--- src/rtl/mips_bus_pkg.sv ---
// Shared types and pure helpers for the core-to-bus initiator: access sizes,
// FSM states, byte-lane enables, store-lane steering and load extraction.
package mips_bus_pkg;

   typedef enum logic [1:0] {
      SIZE_BYTE = 2'd0,
      SIZE_HALF = 2'd1,
      SIZE_WORD = 2'd2
   } size_t;

   typedef enum logic [1:0] {
      ST_IDLE  = 2'd0,
      ST_CMD   = 2'd1,
      ST_RWAIT = 2'd2,
      ST_RESP  = 2'd3
   } state_t;

   // Size 3 is not an encodable size_t, so it is checked on the raw bits.
   function automatic logic is_bad_req(input logic [1:0] size, input logic [1:0] lo);
      case (size)
         2'd0:    return 1'b0;
         2'd1:    return lo[0];
         2'd2:    return lo != 2'b00;
         default: return 1'b1;
      endcase
   endfunction

   function automatic logic [3:0] gen_byteenable(input size_t size, input logic [1:0] lo);
      case (size)
         SIZE_BYTE: return 4'b0001 << lo;
         SIZE_HALF: return 4'b0011 << lo;
         default:   return 4'b1111;
      endcase
   endfunction

   // Replication lands the datum on whichever lanes the byteenable selects.
   function automatic logic [31:0] steer_wdata(input size_t size, input logic [31:0] wdata);
      case (size)
         SIZE_BYTE: return {4{wdata[7:0]}};
         SIZE_HALF: return {2{wdata[15:0]}};
         default:   return wdata;
      endcase
   endfunction

   function automatic logic [31:0] load_extract(input logic [31:0] rdata, input logic [1:0] lo,
                                                input size_t size, input logic sign_ext);
      logic [7:0]  b;
      logic [15:0] h;
      b = rdata[{lo, 3'b000} +: 8];
      h = lo[1] ? rdata[31:16] : rdata[15:0];
      case (size)
         SIZE_BYTE: return sign_ext ? {{24{b[7]}}, b} : {24'd0, b};
         SIZE_HALF: return sign_ext ? {{16{h[15]}}, h} : {16'd0, h};
         default:   return rdata;
      endcase
   endfunction

endpackage

--- src/rtl/mips_load_extract.sv ---
// Combinational load-data lane selection and zero/sign extension.
import mips_bus_pkg::*;

module mips_load_extract (
   input  logic [31:0] readdata,
   input  logic [1:0]  lo,
   input  size_t       size,
   input  logic        sign_ext,
   output logic [31:0] result
);

   assign result = load_extract(readdata, lo, size, sign_ext);

endmodule

--- src/rtl/mips_bus_initiator.sv ---
// Turns one core load/store/fetch into one Avalon-style word-bus transaction,
// holding the command across waitrequest and returning exactly one response.
import mips_bus_pkg::*;

module mips_bus_initiator #(
   parameter int READ_LATENCY = 1,
   parameter int WAIT_TIMEOUT = 0
) (
   input  logic        clk,
   input  logic        reset,
   input  logic        req_valid,
   output logic        req_ready,
   input  logic        req_we,
   input  logic [31:0] req_addr,
   input  logic [1:0]  req_size,
   input  logic        req_signed,
   input  logic [31:0] req_wdata,
   output logic        resp_valid,
   output logic [31:0] resp_rdata,
   output logic        resp_fault,
   output logic [31:0] address,
   output logic        read,
   output logic        write,
   input  logic        waitrequest,
   output logic [3:0]  byteenable,
   output logic [31:0] writedata,
   input  logic [31:0] readdata
);

   state_t      state, state_next;
   logic        is_write;
   logic [1:0]  addr_lo;
   size_t       size_q;
   logic        signed_q;
   logic [1:0]  lat_cnt;
   logic [31:0] stall_cnt;
   logic [31:0] rdata_q;
   logic        fault_q;
   logic [31:0] extracted;
   logic        req_bad;
   logic        timeout_hit;

   assign req_bad     = is_bad_req(req_size, req_addr[1:0]);
   assign timeout_hit = (WAIT_TIMEOUT != 0) && (stall_cnt + 32'd1 == 32'(WAIT_TIMEOUT));

   mips_load_extract u_extract (
      .readdata (readdata),
      .lo       (addr_lo),
      .size     (size_q),
      .sign_ext (signed_q),
      .result   (extracted)
   );

   always_ff @(posedge clk or negedge reset) begin
      if (!reset) state <= ST_IDLE;
      else        state <= state_next;
   end

   always_comb begin
      state_next = state;
      req_ready  = 1'b0;
      read       = 1'b0;
      write      = 1'b0;
      resp_valid = 1'b0;
      case (state)
         ST_IDLE: begin
            req_ready = 1'b1;
            if (req_valid) state_next = req_bad ? ST_RESP : ST_CMD;
         end
         ST_CMD: begin
            read  = !is_write;
            write = is_write;
            if (!waitrequest)     state_next = is_write ? ST_RESP : ST_RWAIT;
            else if (timeout_hit) state_next = ST_RESP;
         end
         ST_RWAIT: begin
            if (lat_cnt == 2'd0) state_next = ST_RESP;
         end
         ST_RESP: begin
            resp_valid = 1'b1;
            state_next = ST_IDLE;
         end
         default: state_next = ST_IDLE;
      endcase
   end

   // Command and response registers; rdata/fault are cleared at acceptance.
   always_ff @(posedge clk or negedge reset) begin
      if (!reset) begin
         address    <= 32'd0;
         byteenable <= 4'd0;
         writedata  <= 32'd0;
         is_write   <= 1'b0;
         addr_lo    <= 2'd0;
         size_q     <= SIZE_WORD;
         signed_q   <= 1'b0;
         lat_cnt    <= 2'd0;
         stall_cnt  <= 32'd0;
         rdata_q    <= 32'd0;
         fault_q    <= 1'b0;
      end else begin
         case (state)
            ST_IDLE: begin
               if (req_valid) begin
                  stall_cnt <= 32'd0;
                  rdata_q   <= 32'd0;
                  fault_q   <= req_bad;
                  if (!req_bad) begin
                     address    <= {req_addr[31:2], 2'b00};
                     byteenable <= gen_byteenable(size_t'(req_size), req_addr[1:0]);
                     writedata  <= steer_wdata(size_t'(req_size), req_wdata);
                     is_write   <= req_we;
                     addr_lo    <= req_addr[1:0];
                     size_q     <= size_t'(req_size);
                     signed_q   <= req_signed;
                  end
               end
            end
            ST_CMD: begin
               if (!waitrequest) begin
                  lat_cnt <= 2'(READ_LATENCY - 1);
               end else begin
                  stall_cnt <= stall_cnt + 32'd1;
                  if (timeout_hit) fault_q <= 1'b1;
               end
            end
            ST_RWAIT: begin
               if (lat_cnt == 2'd0) rdata_q <= extracted;
               else                 lat_cnt <= lat_cnt - 2'd1;
            end
            default: ;
         endcase
      end
   end

   assign resp_rdata = resp_valid ? rdata_q : 32'd0;
   assign resp_fault = resp_valid & fault_q;

endmodule

--- config.mk ---
export PLATFORM = sky130hd
export DESIGN_NAME = mips_bus_initiator
export DESIGN_NICKNAME = d
export VERILOG_FILES = /design/src/rtl/mips_bus_pkg.sv /design/src/rtl/mips_load_extract.sv /design/src/rtl/mips_bus_initiator.sv
export SDC_FILE = /design/constraint.sdc
export NUM_CORES = 1
export LEC_CHECK = 0
export CAP_MARGIN = 0
export CELL_PAD_IN_SITES_DETAIL_PLACEMENT = 1
export CELL_PAD_IN_SITES_GLOBAL_PLACEMENT = 2
export CORE_ASPECT_RATIO = 0.9
export CORE_MARGIN = 2
export CORE_UTILIZATION = 29
export DETAILED_ROUTE_END_ITERATION = 7
export GPL_ROUTABILITY_DRIVEN = 0
export PLACE_DENSITY_LB_ADDON = 0.1
export SLEW_MARGIN = 20
export SYNTH_ARGS = -nofsm -noshare
export SYNTH_HDL_FRONTEND = slang
export SYNTH_SLANG_ARGS = --single-unit
--- constraint.sdc ---
create_clock -name clk -period 3 [get_ports clk]
set_input_delay 0.3 -clock clk [delete_from_list [all_inputs] [get_ports clk]]
set_output_delay 0.3 -clock clk [all_outputs]
set_load 0.02 [all_outputs]
==> out/metrics.cfg <==
[synthesis]
synth_flop_cell = sky130_fd_sc_hd__dfrtp_1
synth_warnings = 0
synth_top_area_cell = sky130_fd_sc_hd__dfrtp_1
synth.top_cell.area_share_pct = 50.74
ys_seq_area_share_pct = 51.23
post_synth_most_frequent_cells = sky130_fd_sc_hd__dfrtp_1, sky130_fd_sc_hd__mux2_2, sky130_fd_sc_hd__o21ai_0, sky130_fd_sc_hd__mux2i_1, sky130_fd_sc_hd__and2_1
ys_ff_latch = 109
syn-cell-area_um2 = 5326
synth.most_common_cell = sky130_fd_sc_hd__dfrtp_1
synthArstFlopShare_pct = 100.0
synth_area_per_cell_um2 = 11.00
synth.area.top_cells = sky130_fd_sc_hd__dfrtp_1, sky130_fd_sc_hd__mux2_2, sky130_fd_sc_hd__mux2i_1
synth_cells = 484
synth_enable_flop_cells = 0
ys_types = 41

[run_status]
run_status = finished with violations
failed_checks = negative hold slack

[die]
die_y_um = 132.6
pin_count = 209
floorplan.die_area_um2 = 19470
core-area_um2 = 18170
rows = 47
fp.dieW_um = 146.9
start_util_pct = 29.31

[clock_network]
clk_root_buf = sky130_fd_sc_hd__clkbuf_16
clock-sinks = 109
cts_inserted_buffers = 9
worstSkewPairLatency_ns = 0.36
number_of_buffers_added_for_setup_after_cts = 0
cts_hold_buffers = 0
cts.repair.resized = 0
tritoncts = done
clock_tree.buffer_depth = 2
cts.clk_slew.worst_paths_ns = 0.07
cts_htree_levels = 3

[worst_setup_path]
cpLargestDelayFamily = buffers and inverters
critical_path.max_stage_delay_ns = 0.63
criticalPathCategory = register to output pin
critPathCaptureType = output pin
timing.critical_path.buf_inv = 2
critical_path.cell_chain = ha_1 -> buf_4 -> and2_1 -> clkdlybuf4s50_1
crit_path_start_kind = register
critPathArrivalTime_ns = 2.09
worst-path-max-fanout = 33
cp.required_ns = 2.70
critical-path-slowest-cell = sky130_fd_sc_hd__clkdlybuf4s50_1

[timing]
rsz0062_at_grt = no
layout_setup_ws_ns = 0.6101
report.final.slew_viol_count = 0
setup_violating_endpoint_count_in_the_final_report = 0
timing.clock.skew_ns = 0.008568
max_freq_mhz = 418.4
hold-worst-slack_ns = -0.009831
timing_hold_violations_final = 5
setup-tns-final_ns = 0
slew_headroom_pct = 33.46
layout_worst_path_cycle_share_pct = 79.66
actual_slew_at_the_worst_max_slew_pin_ns = 0.9945
post-route-min-period_ns = 2.390

[power]
power.switching_fraction_pct = 38.36
power_density_nw_per_um2 = 942.8
seq_power_share_pct = 33.3
intPower_mw = 4.624
power_mw = 7.502
switching_power_mw = 2.878
p_leak_nw = 3.329
clockPowerShare_pct = 17.6
pwr-share-comb_pct = 49.0
worst_ir_drop_vdd_mv = 0.3974

[job]
timing.max_cap.violations = 0

[detailed_routing]
postRouteWirelength_mm = 16.23
drtAntennaViolNets = 0
first_iter_violations = 126
detail_route.first_pass.iterations = 4
wire_per_inst_um = 17.59
num_vias = 4374
post-route-drc-count = 0
vias_per_cell = 4.739

[placed_design]
placement.setup.worst_slack_ns = 0.6988
detailedPlacementHpwl_mm = 11.88
port_buffers = 206

[final_layout]
nets = 784
layout-drive-gt1-share_pct = 11.65
num_antenna_cells = 0
finish.utilization_pct = 43.79
area_delta_synth_final_pct = 49.38
fillers = 1935

[hold_path]
hp-class = input pin to async pin

[grt]
grt_start_max_net_pins = 80
groute.usage.overall_pct = 17.08
vias_in_the_first_global_route = 4820
grt_remaining_overflow = 0
grt_antenna_before_repair = 0
first_pass_grt_wire_length_mm = 26.41

==> cell families (layout without fill, tap and decap cells) <==
kind of cell,count (synthesis),after routing,share of synthesized area (%)
AOI/OAI and AO/OA,118,118,14.82
muxes,86,86,17.34
xor gates and xnor gates,1,1,0.1645
and+or+nand+nor,118,118,11.13
adders and majority gates,6,6,1.409
other,1,2,0.07040
DFF,109,109,51.23
buffers and inverters,45,238,3.829
==> metrics by stage <==
stage          area, um^2  cells  hold WS [ns]
5_1_grt              7956    923       0.04331
4_1_cts              7956    923       0.02043
3_5_place_dp         7634    908        0.4090
2_1_floorplan        5330    485      0.004409
6_report             7956    923     -0.009831
3_3_place_gp         7634    908        0.3971
==> placed cells by master (no fill, tap or decap), types with 3 or more instances in the layout <==
cell	instances
sky130_fd_sc_hd__a221o_1	16
sky130_fd_sc_hd__clkbuf_16	9
sky130_fd_sc_hd__buf_4	9
sky130_fd_sc_hd__nor3_1	10
sky130_fd_sc_hd__o31ai_1	3
sky130_fd_sc_hd__inv_1	7
sky130_fd_sc_hd__a21oi_1	19
sky130_fd_sc_hd__nor2_1	23
sky130_fd_sc_hd__and2_1	35
sky130_fd_sc_hd__nand2_1	34
sky130_fd_sc_hd__o21ai_0	46
sky130_fd_sc_hd__mux2i_1	39
sky130_fd_sc_hd__clkdlybuf4s50_1	205
sky130_fd_sc_hd__nor2b_1	4
sky130_fd_sc_hd__o2bb2ai_1	16
sky130_fd_sc_hd__ha_1	6
sky130_fd_sc_hd__mux2_2	46
sky130_fd_sc_hd__dfrtp_1	108
sky130_fd_sc_hd__a211oi_1	9
==> state kept, by name, summed over array words and instances, names as in the netlist <==
| register | cells |
|---|---|
| addr_lo | 2 |
| fault_q | 1 |
| byteenable | 4 |
| lat_cnt | 2 |
| rdata_q | 32 |
| signed_q | 1 |
| writedata | 32 |
| size_q | 2 |
| state | 2 |
| address | 30 |
| is_write | 1 |
==> worst reg2reg max path: cells and delay by family, from the launching register on <==
kind | cells | cell delay, ns
AO/OA/AOI/OAI | 1 | 0.30
buffers and inverters | 1 | 0.34
flip-flops | 1 | 0.77
AND/OR/NAND/NOR | 1 | 0.85
==> worst paths after layout <==
| path | startpoint | endpoint | slack [ns] | cells past startpoint |
|---|---|---|---|---|
| setup / recovery | state[0]$_DFFE_PN0P_ | resp_rdata[4] | 0.61 | 4 |
| hold / removal | reset | address[13]$_DFFE_PN0P_ | -0.01 | 1 |
| setup reg to reg | size_q[1]$_DFFE_PN1P_ | rdata_q[28]$_DFFE_PN0P_ | 0.68 | 3 |
| hold reg to reg | writedata[19]$_DFFE_PN0P_ | writedata[19]$_DFFE_PN0P_ | 0.48 | 2 |
| max in group asynchronous | reset | size_q[1]$_DFFE_PN1P_ | 2.19 | 2 |
| min in group clk | writedata[19]$_DFFE_PN0P_ | writedata[19]$_DFFE_PN0P_ | 0.48 | 2 |
==> layout make-up <==
| class | instances | area [um^2] | area share, % |
|---|---|---|---|
| Sequential cell | 109 | 2729 | 34.30 |
| Multi-Input combinational cell | 331 | 2412 | 30.32 |
| Clock buffer | 10 | 239.0 | 3.004 |
| Inverter | 7 | 26.28 | 0.3302 |
| Clock inverter | 5 | 83.83 | 1.054 |
| Timing Repair Buffer | 216 | 2160 | 27.14 |
| Tap cell | 245 | 306.5 | 3.853 |
==> metal layers <==
layer | wire, um | up-vias | track usage, % | part of all wire [%]
li1 | - | 2112 | - | -
met3 | 1433 | 10 | 6.724 | 8.8
met2 | 7506 | 131 | 28.22 | 46
met5 | 0 | - | 0 | 0
met4 | 162 | 0 | 4.045 | 1.0
met1 | 7131 | 2121 | 21.09 | 44
==> power groups by stage <==
| stage | combinational [mW] | sequential (mW) | clock, mW |
|---|---|---|---|
| 6_report | 3.68 | 2.50 | 1.32 |
| 5_1_grt | 3.99 | 2.60 | 1.43 |
| 4_1_cts | 3.74 | 2.51 | 1.38 |
| 3_5_place_dp | 3.72 | 2.53 | 0 |
| 3_3_place_gp | 3.65 | 2.49 | 0 |
| 2_1_floorplan | 1.66 | 2.92 | 0 |
Note: power is estimated with default switching activity, not from simulation.
